File: src/rtl/hex_keypad_entry_if.sv
// hex_keypad_entry_if: keypad matrix lines and entered-value outputs of the keypad entry block
interface hex_keypad_entry_if;
    logic [3:0]  row;
    logic [3:0]  col;
    logic        clear;
    logic [15:0] data;
    logic [3:0]  key_code;
    logic        key_valid;
    logic        key_held;
    modport master (input row, clear, output col, data, key_code, key_valid, key_held);
    modport slave (output row, clear, input col, data, key_code, key_valid, key_held);
endinterface

File: src/rtl/hex_keypad_entry.sv
// hex_keypad_entry: scans a 4x4 hex keypad, debounces presses and shifts accepted codes into a 16-bit value
module hex_keypad_entry #(
    parameter int SCAN_DIV        = 1000,
    parameter int DEBOUNCE_CYCLES = 20000
) (
    input logic                clk,
    input logic                rst_n,
    hex_keypad_entry_if.master bus
);
    localparam int MAXC = (SCAN_DIV > DEBOUNCE_CYCLES) ? SCAN_DIV : DEBOUNCE_CYCLES;
    localparam int CW = $clog2(MAXC);
    localparam logic [CW-1:0] SCAN_LAST = CW'(SCAN_DIV - 1);
    localparam logic [CW-1:0] DEB_LAST = CW'(DEBOUNCE_CYCLES - 1);
    // nibble index is {row, column}; rows top to bottom: 1 2 3 A / 4 5 6 B / 7 8 9 C / 0 F E D
    localparam logic [63:0] KEYMAP = 64'hDEF0_C987_B654_A321;
    typedef enum logic [1:0] {SCAN, DEBOUNCE, PRESSED, RELEASE} state_t;
    state_t        state, state_n;
    logic [3:0]    rs_meta, rs;
    logic [3:0]    pat, pat_n;
    logic [1:0]    col_idx, col_idx_n;
    logic [1:0]    row_idx;
    logic [CW-1:0] cnt, cnt_n;
    logic [15:0]   data, data_n;
    logic [3:0]    key_code, key_code_n;
    logic [3:0]    code;
    logic          key_valid, key_valid_n;
    logic          key_held, key_held_n;
    logic          match;
    assign match = rs == pat;
    assign row_idx = !pat[0] ? 2'd0 : !pat[1] ? 2'd1 : !pat[2] ? 2'd2 : 2'd3;
    assign code = KEYMAP[{row_idx, col_idx, 2'b00} +: 4];
    assign bus.col = ~(4'b0001 << col_idx);
    assign bus.data = data;
    assign bus.key_code = key_code;
    assign bus.key_valid = key_valid;
    assign bus.key_held = key_held;
    // two-flop synchroniser for the asynchronous row lines
    always_ff @(posedge clk) begin
        if (!rst_n) begin
            rs_meta <= 4'b1111;
            rs <= 4'b1111;
        end else begin
            rs_meta <= bus.row;
            rs <= rs_meta;
        end
    end
    // state register and all registered outputs
    always_ff @(posedge clk) begin
        if (!rst_n) begin
            state <= SCAN;
            col_idx <= 2'd0;
            cnt <= '0;
            pat <= 4'b1111;
            data <= 16'h0000;
            key_code <= 4'h0;
            key_valid <= 1'b0;
            key_held <= 1'b0;
        end else begin
            state <= state_n;
            col_idx <= col_idx_n;
            cnt <= cnt_n;
            pat <= pat_n;
            data <= data_n;
            key_code <= key_code_n;
            key_valid <= key_valid_n;
            key_held <= key_held_n;
        end
    end
    // scan, debounce, hold and release sequencing; clear overrides the shift on the same edge
    always_comb begin
        state_n = state;
        col_idx_n = col_idx;
        cnt_n = cnt;
        pat_n = pat;
        data_n = data;
        key_code_n = key_code;
        key_valid_n = 1'b0;
        key_held_n = key_held;
        case (state)
            SCAN: begin
                if (cnt != SCAN_LAST) begin
                    cnt_n = cnt + 1'b1;
                end else if ($onehot(~rs)) begin
                    state_n = DEBOUNCE;
                    pat_n = rs;
                    cnt_n = '0;
                end else begin
                    col_idx_n = col_idx + 2'd1;
                    cnt_n = '0;
                end
            end
            DEBOUNCE: begin
                if (!match) begin
                    state_n = SCAN;
                    cnt_n = '0;
                end else if (cnt == DEB_LAST) begin
                    state_n = PRESSED;
                    cnt_n = '0;
                    key_valid_n = 1'b1;
                    key_code_n = code;
                    key_held_n = 1'b1;
                    data_n = {data[11:0], code};
                end else begin
                    cnt_n = cnt + 1'b1;
                end
            end
            PRESSED: begin
                if (!match) begin
                    state_n = RELEASE;
                    cnt_n = '0;
                end
            end
            RELEASE: begin
                if (match) begin
                    state_n = PRESSED;
                    cnt_n = '0;
                end else if (cnt == DEB_LAST) begin
                    state_n = SCAN;
                    cnt_n = '0;
                    key_held_n = 1'b0;
                    col_idx_n = col_idx + 2'd1;
                end else begin
                    cnt_n = cnt + 1'b1;
                end
            end
            default: state_n = SCAN;
        endcase
        if (bus.clear) data_n = 16'h0000;
    end
endmodule
File: src/flat_wrapper.sv
// flat-port wrapper written by rule: the top's interface ports become plain ports
module hex_keypad_entry_flat 
#(
    parameter int SCAN_DIV        = 1000,
    parameter int DEBOUNCE_CYCLES = 20000
)
  (clk, rst_n, bus_row, bus_clear, bus_col, bus_data, bus_key_code, bus_key_valid, bus_key_held);
  hex_keypad_entry_if bus_i ();
  input logic clk;
  input logic rst_n;
  input wire logic [$bits(bus_i.row)-1:0] bus_row;
  input wire logic [$bits(bus_i.clear)-1:0] bus_clear;
  output wire logic [$bits(bus_i.col)-1:0] bus_col;
  output wire logic [$bits(bus_i.data)-1:0] bus_data;
  output wire logic [$bits(bus_i.key_code)-1:0] bus_key_code;
  output wire logic [$bits(bus_i.key_valid)-1:0] bus_key_valid;
  output wire logic [$bits(bus_i.key_held)-1:0] bus_key_held;
  assign bus_i.row = bus_row;
  assign bus_i.clear = bus_clear;
  assign bus_col = bus_i.col;
  assign bus_data = bus_i.data;
  assign bus_key_code = bus_i.key_code;
  assign bus_key_valid = bus_i.key_valid;
  assign bus_key_held = bus_i.key_held;
  hex_keypad_entry #(.SCAN_DIV(SCAN_DIV), .DEBOUNCE_CYCLES(DEBOUNCE_CYCLES)) u_core (.clk(clk), .rst_n(rst_n), .bus(bus_i));
endmodule
File: config.mk
export PLATFORM = sky130hd
export DESIGN_NAME = hex_keypad_entry_flat
export DESIGN_NICKNAME = d
export VERILOG_FILES = /design/src/rtl/hex_keypad_entry_if.sv /design/src/rtl/hex_keypad_entry.sv /design/src/flat_wrapper.sv
export SDC_FILE = /design/constraint.sdc
export NUM_CORES = 1
export LEC_CHECK = 0
export CORE_UTILIZATION = 59
export CTS_CLUSTER_SIZE = 28
export DETAILED_ROUTE_END_ITERATION = 8
export PLACE_DENSITY = 0.89
export SETUP_SLACK_MARGIN = 0.1
export SLEW_MARGIN = 20
export SYNTH_ARGS = -nofsm -noshare
export SYNTH_HDL_FRONTEND = slang
export SYNTH_SLANG_ARGS = --single-unit
File: constraint.sdc
create_clock -name clk -period 3.9 [get_ports clk]
set_input_delay 0.78 -clock clk [delete_from_list [all_inputs] [get_ports clk]]
set_output_delay 0.78 -clock clk [all_outputs]
set_load 0.02 [all_outputs]
Yosys cells after proc, flatten, opt, wreduce, memory -nomap -nowiden. Cells that the tools add are included.

Output and inout bits: 26. Flip-flop bits (word level): 53. Memory bits (read-only): 0. RAM bits: 0. Input port bits: 7. Memories kept: 0. Bits in latches: 0.

Reductions and logical operators: 10. Order comparisons: 0. Bitwise operators: 4. Shifts and indexed selects: 2. Add/subtract/negate cells: 5. Muxes and demuxes: 28. Div/mod/pow operators: 0. Eq/ne operators: 17. Multiply operators: 0.

Operator list (number): 15-bit 2-to-1 mux (5); 64-bit by 7-bit indexed part select with 4-bit output (first input constant) (1); 15-bit case mux with 4 select lines (1); 2-bit 2-to-1 mux (13); 15-bit by 1-bit adder with 15-bit output (second input constant) (1); 15-bit equality test (second input constant) (1); 15-bit by 10-bit != test with 1-bit output (second input constant) (1); 5-bit AND reduction (3); 3-bit AND reduction (3); 2-bit by 1-bit != test with 1-bit output (second input constant) (4); 2-bit != test (second input constant) (4); 4-bit NOT (2); 2-bit case mux with 4 select lines (1); 1-bit 2-to-1 mux (6); 1-bit by 1-bit adder with 2-bit output (2); 2-bit equality test (second input constant) (2); 4-bit equality test (1); 2-bit case mux with 2 select lines (1); 2-bit nonzero test (2); 1-bit by 2-bit left shift with 4-bit output (first input constant) (1); 3-bit adder (1); 3-bit by 1-bit equality test with 1-bit output (second input constant) (1); 3-bit by 1-bit != test with 1-bit output (second input constant) (1); 3-bit != test (second input constant) (1); other kinds (6) (7).

Longest topological paths before layout. Gate-level depths: netlist (run 1).

Depth in word-level cells: 7. Mapped depth: 9.

Least setup slack after synthesis (run 1). Ideal clock, no wire load.

Path type: register -> register. From: reg u_core.rs[0]. To: reg u_core.pat[2]. Library setup time: 0.129 ns. Setup slack: 1.497 ns. Stages on the path, launching flop included: 10. Data arrival time: 2.274 ns. Path buffers: 1. Clock period less this slack: 2.403 ns. Cell sequence: dfxtp_1 -> inv_1 -> ha_1 -> ha_1 -> fa_1 -> nor3b_1 -> nor4bb_1 -> clkbuf_1 -> mux2i_1 -> nand2_1.

Cells in the longest elaborated chain, start to end: 5.

RTL lines: from (decl) (line hex_keypad_entry.sv:18) `logic [3:0] rs_meta, rs;`; from (signal assigned) (line hex_keypad_entry.sv:44) `rs <= rs_meta;`; 4-bit NOT (line hex_keypad_entry.sv:83) `end else if ($onehot(~rs)) begin`; 1-bit by 1-bit adder with 2-bit output (implied by the code) (line hex_keypad_entry.sv:83); 3-bit adder (implied by the code) (line hex_keypad_entry.sv:83); 3-bit by 1-bit equality test with 1-bit output (line hex_keypad_entry.sv:83); 3-bit AND reduction (no source line); to (signal assigned) (line hex_keypad_entry.sv:62) `pat <= pat_n;`; to (decl) (line hex_keypad_entry.sv:19) `logic [3:0] pat, pat_n;`.

Every way passes these cells. A chain may end at the register's enable or synchronous reset.

Worst setup path in the final report (run 1).
From: reg u_core.rs[0]. To: reg u_core.col_idx[1].

Cells in the longest elaborated chain, start to end: 6. Elaborated cells on any way between the ends: 8. Classes of those cells: add/sub (2); eq/ne (4); bitwise (1); reduce/logical (1).

RTL lines: 4-bit NOT (line hex_keypad_entry.sv:83); 1-bit by 1-bit adder with 2-bit output (implied by the code) (line hex_keypad_entry.sv:83); 3-bit adder (implied by the code) (line hex_keypad_entry.sv:83); 3-bit by 1-bit equality test with 1-bit output (line hex_keypad_entry.sv:83); 2-bit != test (no source line); 5-bit AND reduction (no source line) *; to (signal assigned) (line hex_keypad_entry.sv:60) `col_idx <= col_idx_n;`; to (decl) (line hex_keypad_entry.sv:20) `logic [1:0] col_idx, col_idx_n;`.

Every way passes the cells marked *; elsewhere a longest branch is shown, timed or not.

==> results of run 1 <==
[cells in the final DEF, fill, tap and decap left out, types with 2 or more instances in the layout]
cell	netlist	final
a211oi_1	8	8
clkdlybuf4s50_1	0	32
ha_1	10	10
a21oi_1	26	26
nor4bb_1	4	4
clkbuf_8	0	5
a31oi_1	3	3
nand2_1	47	47
nor4b_1	2	2
nor3_1	21	21
inv_1	15	15
dfxtp_1	53	53
nand4_1	7	7
xnor2_1	14	14
nor2_1	13	13
o21a_1	3	3
and3_1	2	2
and4_1	6	6
o211ai_1	2	2
a311oi_1	3	3
mux2i_1	4	4
nand3_1	9	9
inv_6	0	2
o21ai_0	5	5
xor2_1	3	3
nand2b_1	10	10
[kinds of logic after synthesis]
family          Yosys count  share of synthesized area
flops                    53                      0.413
mux                       4                     0.0156
buf+inv                  35                     0.0574
xor+xnor                 17                     0.0579
fa+ha+maj                11                     0.0565
simple gates            129                      0.260
compound gates           56                      0.140
[cells in the mapped netlist, types with 2 or more instances]
master / n
buf_2: 6
nor3_1: 21
buf_4: 2
and4_1: 6
and3_1: 2
a31oi_1: 3
dfxtp_1: 53
mux2i_1: 4
a21oi_1: 26
nand2_1: 47
nor4b_1: 2
nor4bb_1: 4
nand3_1: 9
ha_1: 10
xnor2_1: 14
o21ai_0: 5
inv_1: 15
o211ai_1: 2
nor2_1: 13
nand2b_1: 10
a211oi_1: 8
o21a_1: 3
clkbuf_1: 10
a311oi_1: 3
nand4_1: 7
xor2_1: 3
[state kept, by name, summed over array words and instances (netlist names), named ones only]
register	cells
u_core.bus.data	16
u_core.bus.key_code	4
u_core.bus.key_held	1
u_core.bus.key_valid	1
u_core.cnt	15
u_core.col_idx	2
u_core.pat	4
u_core.rs	4
u_core.rs_meta	4
u_core.state	1
[path summary, 6_finish.rpt]
| kind | slack, ps | startpoint | depth (start not counted) | end |
|---|---|---|---|---|
| setup / recovery | 1220 | u_core.rs[0] | 9 | u_core.col_idx[1] |
| hold / removal | 410 | u_core.rs_meta[1] | 1 | u_core.rs[1] |
| setup reg to reg | 1220 | u_core.rs[0] | 9 | u_core.col_idx[1] |
| hold reg to reg | 410 | u_core.rs_meta[1] | 1 | u_core.rs[1] |
[report_power, final]
group          switching, mW  leakage [nW]  internal [mW]
registers            0.00621         0.430          0.547
clock network          0.195        0.0452          0.131
logic                 0.0285         0.574         0.0187
total                  0.230          1.05          0.697
[worst max-delay path, stage by stage (launching register included)]
cell and delay [ps]:
dfxtp_1 390, inv_1 70, ha_1 300, ha_1 220, fa_1 490, nor3b_1 70
nor2_1 90, nor4b_1 620, nor3_1 110, o21a_1 210
[final cells by class]
class / instances / area [um^2] / area share
clock buffers: 5 / 68.8 / 0.0232
clock inverters: 3 / 25.0 / 0.00845
inverters: 15 / 56.3 / 0.0190
multi-input cells: 217 / 1360 / 0.459
flip-flops and latches: 53 / 1060 / 0.358
well taps: 50 / 62.6 / 0.0211
repair buffers: 33 / 328 / 0.111
[per-layer routing]
| metal | track usage | vias to the layer above | share of wire |
|---|---|---|---|
| met1 | 0.308 | 1030 | 0.45 |
| met5 | 0 | - | 0 |
| li1 | - | 1097 | - |
| met2 | 0.404 | 70 | 0.49 |
| met4 | 0.0964 | 0 | 0.010 |
| met3 | 0.0617 | 5 | 0.045 |
[stage by stage]
| step | setup slack [ps] | instance area [um^2] | total power [mW] | hold slack, ps | util |
|---|---|---|---|---|---|
| 2_1_floorplan | 1500 | 2570 | 0.599 | 386 | - |
| 3_3_place_gp | 1300 | 2870 | 0.610 | 390 | 0.702 |
| 3_5_place_dp | 1220 | 2870 | 0.613 | 392 | 0.702 |
| 4_1_cts | 1200 | 2960 | 0.933 | 416 | 0.725 |
| 5_1_grt | 1020 | 2960 | 0.956 | 424 | 0.725 |
| 6_report | 1220 | 2960 | 0.927 | 413 | 0.725 |
==> reports/qor.log, run 1 <==
qor: status.outcome completed
qor: yosys.synthDominantAreaCellType dfxtp_1
qor: grt.antenna_found_initial 0
qor: cts.cts.repair_timing.setup_buffer_count 0
qor: routing.routed_wirelength 5280 um
qor: critical_path.setup.worst_path.end_class flip-flop
qor: cts.clock_tree_from_tritoncts yes
qor: timing.drv_slew 0
qor: placed_design.buffer_ports.inserted 32
qor: yosys.asyncSetResetFlopFracSynth 0
qor: cts.cts.reportedPaths.clkPinSlew 100 ps
qor: critical_path.critPathMaxFanout 4
qor: yosys.synth_area_per_cell 8.43 um^2
qor: floorplan.die_height 68 um
qor: cts.cts-hold-fix-buffers 0
qor: yosys.synth-edff-count 0
qor: timing.worst_pin_slew 887 ps
qor: yosys.netlist-cell-type-count 43
qor: grt.global_route_wire_length_before_repair 8480 um
qor: cts.clkLatencyLatePin 310 ps
qor: yosys.yosysSeqAreaShare 0.413
qor: yosys.postSynthRegisterBits 53
qor: pwr.power_density 313 mW/mm^2
qor: final_layout.post_route_cells_drive_above_1_share 0.0399
qor: cts.cts-resized-gates 0
qor: routing.initialDrtViolationCount 173
qor: yosys.synth_ff_type dfxtp_1
qor: routing.via_count 2202
qor: floorplan.design.portCount 33
qor: critical_path.path_class reg2reg
qor: placed_design.gp_routability_congestion 0.849
qor: pwr.cellLeakagePower 1.05 nW
qor: timing.min_period_over_period 0.687
qor: final_layout.layout.cells.non_filler 376
qor: yosys.syn-num-nets 323
qor: critical_path.cp_data_arrival_time 2890 ps
qor: timing.timing.final.crit_period 2680 ps
qor: flow_run.cap_viol_max_count 0
qor: critical_path.critPathRequiredTime 4110 ps
qor: grt.grt-ovfl-total 0
qor: pwr.power.ir.vdd_worst 0.240 mV
qor: timing.final-hold-violation-count 0
qor: routing.route.detailed.wl_per_inst 14.0 um
qor: floorplan.placementRows 23
qor: yosys.ys.warnings.count 0
qor: grt.gr-usage-all-layers 0.247
qor: final_layout.nFillCells 323
qor: floorplan.core_area 0.00409 mm^2
qor: placed_design.final_hpwl_dp 3660 um
qor: yosys.synth.top_cell.area_share 0.413
qor: routing.detail-route-antenna-nets 0
qor: cts.ctsLongestPathBuffers 2
qor: final_layout.nNetsFinal 343
qor: yosys.synth_top_cells_by_area dfxtp_1 41%, nand2_1 6.9%, a21oi_1 5.1%
qor: hold_path.hold_path.class reg2reg
qor: routing.drt-pass1-iter-count 4
qor: cts.clockRootBuffer clkbuf_8
qor: timing.timing.slew.headroom 0.407
qor: yosys.synth_cells 305
qor: routing.post_detailed_route_drc_marker_count 0
qor: yosys.netlist_area 0.00257 mm^2
qor: cts.h-tree-depth 2
qor: timing.setup_viol 0
qor: grt.via_count_of_the_first_global_routing_pass 1887
qor: critical_path.setup.worst_path.start_class flip-flop
qor: timing.finalSetupTns 0 ps
qor: cts.cts_made_buffers 5
qor: final_layout.layout-area-overhead-vs-synth 15.3%
qor: floorplan.initial_utilization 0.629
qor: floorplan.die_area 0.00462 mm^2
qor: cts.tritoncts_num_sinks 53
qor: final_layout.number_of_antenna_cells_inserted 0
qor: grt.grt_max_degree 23
qor: timing.achievable-frequency 0.373 GHz
qor: routing.avgViaCountPerCell 5.86
qor: timing.skew 5.01 ps
qor: timing.setup_repair_after_global_routing_missed_its_margin false
qor: floorplan.die_width 68 um
qor: placed_design.dpl.cell_count 368
Power figures use the tool's default switching activity.
==> run 2, diff against run 1 <==
--- a/config.mk
+++ b/config.mk
@@ -5,10 +5,10 @@
 export SDC_FILE = /design/constraint.sdc
 export NUM_CORES = 1
 export LEC_CHECK = 0
-export CORE_UTILIZATION = 59
+export CORE_UTILIZATION = 49
 export CTS_CLUSTER_SIZE = 28
 export DETAILED_ROUTE_END_ITERATION = 8
-export PLACE_DENSITY = 0.89
+export PLACE_DENSITY = 0.8
 export SETUP_SLACK_MARGIN = 0.1
 export SLEW_MARGIN = 20
 export SYNTH_ARGS = -nofsm -noshare
==> constraint.sdc (replaced) <==
create_clock -name clk -period 2.2 [get_ports clk]
set_input_delay 0.44 -clock clk [delete_from_list [all_inputs] [get_ports clk]]
set_output_delay 0.44 -clock clk [all_outputs]
set_load 0.02 [all_outputs]
==> run 2 against run 1 <==
Net effect: the flow now finishes with violations (setup timing); non-clock buffer count rose by 22; worst setup slack got worse by 1300 ps; sequential power rose by 77%; die area rose by 20%; power rose by 81%; final cell count rose by 10%; clock skew rose by 3.9 ps; largest cell class unchanged.
==> reports/qor.log, run 2 (synthesized netlist as in run 1, its figures left out) <==
qor: timing.skew 8.89 ps [was 5.01 ps]
qor: final_layout.layout.cells.most_common_list 46 x nand2_1, 42 x dfxtp_1, 29 x clkdlybuf4s50_1 [was 53 x dfxtp_1, 47 x nand2_1, 32 x clkdlybuf4s50_1]
qor: routing.detail-route-antenna-nets 0 [unchanged]
qor: timing.achievable-frequency 0.448 GHz [was 0.373 GHz]
qor: critical_path.setup.worst_path.start_class flip-flop [unchanged]
qor: critical_path.critPathRequiredTime 2410 ps [was 4110 ps]
qor: floorplan.die_height 74.4 um [was 68 um]
qor: cts.cts_made_buffers 5 [unchanged]
qor: grt.grt_max_degree 23 [unchanged]
qor: routing.via_count 2348 [was 2202]
qor: floorplan.core_area 0.00488 mm^2 [was 0.00409 mm^2]
qor: floorplan.design.portCount 33 [unchanged]
qor: timing.post-route-worst-setup-slack -32.7 ps [was 1220 ps]
qor: cts.h-tree-depth 2 [unchanged]
qor: cts.tritoncts_num_sinks 53 [unchanged]
qor: critical_path.setup.worst_path.end_class flip-flop [unchanged]
qor: routing.post_detailed_route_drc_marker_count 0 [unchanged]
qor: timing.setup_viol 4 [was 0]
qor: cts.clock_tree_from_tritoncts yes [unchanged]
qor: floorplan.initial_utilization 0.527 [was 0.629]
qor: final_layout.nNetsFinal 365 [was 343]
qor: final_layout.area_of_the_multi_input_gates 0.00154 mm^2 [was 0.00136 mm^2]
qor: routing.route.detailed.wl_per_inst 15.4 um [was 14.0 um]
qor: routing.drt-pass1-iter-count 4 [unchanged]
qor: timing.setup_repair_after_global_routing_missed_its_margin true [was false]
qor: routing.met3WireLength 268 um [was 239 um]
qor: pwr.power_density 502 mW/mm^2 [was 313 mW/mm^2]
qor: flow_run.cap_viol_max_count 0 [unchanged]
qor: routing.avgViaCountPerCell 5.66 [was 5.86]
qor: final_layout.top_regs u_core.bus.data: 16 flops, u_core.cnt: 15 flops [unchanged]
qor: grt.grt-ovfl-total 0 [unchanged]
qor: grt.via_count_of_the_first_global_routing_pass 2231 [was 1887]
qor: timing.timing.final.crit_period 2230 ps [was 2680 ps]
qor: final_layout.largest_register_ffs 16 [unchanged]
qor: timing.min_period_over_period 1.01 [was 0.687]
qor: status.failed_checks setup timing
qor: placed_design.dpl_cell_area 0.00304 mm^2 [was 0.00287 mm^2]
qor: routing.met2RoutedLength 3100 um [was 2610 um]
qor: final_layout.layout-area-overhead-vs-synth 30.2% [was 15.3%]
qor: final_layout.post_route_cells_drive_above_1_share 0.195 [was 0.0399]
qor: grt.gr-usage-all-layers 0.242 [was 0.247]
qor: routing.routed_wirelength 6380 um [was 5280 um]
qor: cts.ctsLongestPathBuffers 2 [unchanged]
qor: timing.final-hold-violation-count 0 [unchanged]
qor: grt.global_route_wire_length_before_repair 10200 um [was 8480 um]
qor: final_layout.number_of_antenna_cells_inserted 0 [unchanged]
qor: timing.timing.slew.headroom 0.486 [was 0.407]
qor: timing.finalSetupTns -47.9 ps [was 0 ps]
qor: placed_design.buffer_ports.inserted 32 [unchanged]
qor: routing.drt_met1_wl 2820 um [was 2370 um]
qor: placed_design.gp_routability_congestion 0.862 [was 0.849]
qor: routing.highest-signal-layer met4 [unchanged]
qor: final_layout.design_area 0.00335 mm^2 [was 0.00296 mm^2]
qor: cts.cts.reportedPaths.clkPinSlew 100 ps [about the same]
qor: hold_path.hold_path.class reg2reg [unchanged]
qor: critical_path.cp_data_arrival_time 2450 ps [was 2890 ps]
qor: final_layout.regArea 0.00107 mm^2 [was 0.00106 mm^2]
qor: floorplan.die_width 74.4 um [was 68 um]
qor: routing.initialDrtViolationCount 170 [was 173]
qor: critical_path.critPathMaxFanout 3 [was 4]
qor: cts.clockRootBuffer clkbuf_8 [unchanged]
qor: timing.worst_pin_slew 770 ps [was 887 ps]
qor: floorplan.die_area 0.00554 mm^2 [was 0.00462 mm^2]
qor: pwr.cellLeakagePower 1.19 nW [was 1.05 nW]
qor: final_layout.nFillCells 416 [was 323]
qor: critical_path.path_class reg2reg [unchanged]
qor: final_layout.final_common_cell nand2_1 [was dfxtp_1]
qor: timing.drv_slew 0 [unchanged]
qor: pwr.power.ir.vdd_worst 0.362 mV [was 0.240 mV]
qor: floorplan.placementRows 25 [was 23]
qor: cts.clkLatencyLatePin 320 ps [was 310 ps]
qor: grt.antenna_found_initial 0 [unchanged]
qor: final_layout.largest-register u_core.bus.data [unchanged]
qor: placed_design.pre_cts_slack -53.7 ps [was 1220 ps]
qor: placed_design.final_hpwl_dp 4170 um [was 3660 um]
qor: status.outcome complete, but fails checks [was completed]
run 2: cell types whose count changed in the layout (fill, tap and decap cells not counted), moves of 3 or more:
cell             before  now
dlygate4sd2_1         0    3
clkdlybuf4s50_1      32   29
dfxtp_2               0   11
ha_1                 10    6
dfxtp_1              53   42
buf_4                 1   21
xnor2_1              14   10
xnor2_2               0    4
ha_4                  0    4
run 2: area by class of cell:
cell class	count	share of cell area
clock buffer	5	0.0206
clock inverter	3	0.00785
inverter	15	0.0168
tap	67	0.0250
timing repair buffer	55	0.148
multi-input combinational	217	0.460
sequential	53	0.321
run 2: routing by layer:
layer	track usage	vias up
met4	0.103	0
met2	0.412	62
met3	0.0366	15
met1	0.303	1121
met5	0	-
li1	-	1150
run 2: worst max-delay path, stage by stage (launching register included):
cell	delay, ps
dfxtp_2	360
inv_2	50
ha_4	240
ha_4	150
fa_1	440
nor3b_2	230
nor4bb_1	240
buf_4	180
mux2i_1	190
nand2_1	70
run 2: repair_timing:
item,in CTS,in global routing
gates resized for setup,14,29
cloned,0,1
pin swaps,9,4
setup endpoints to repair,10,40
hold buffers,0,0
setup buffers,1,2
run 2: through the flow:
step	std cells	hold slack, ps	total power, mW	utilization
floorplan	305	386	1.06	-
CTS	412	418	1.68	0.656
detailed placement	403	395	1.11	0.624
global route	415	433	1.75	0.686
global placement	403	390	1.10	0.624
finish	415	416	1.68	0.686
run 2: report_power, final:
group | internal (mW) | switching, mW
registers | 0.971 | 0.00887
logic | 0.0584 | 0.0686
clock network | 0.232 | 0.341
total | 1.26 | 0.418
run 2: final timing paths:
check,startpoint,to,slack [ps],cells past startpoint
min,u_core.rs_meta[3],u_core.rs[3],420,1
max,u_core.rs[1],u_core.pat[3],-30,9
min reg2reg,u_core.rs_meta[3],u_core.rs[3],420,1
max reg2reg,u_core.rs[1],u_core.pat[3],-30,9
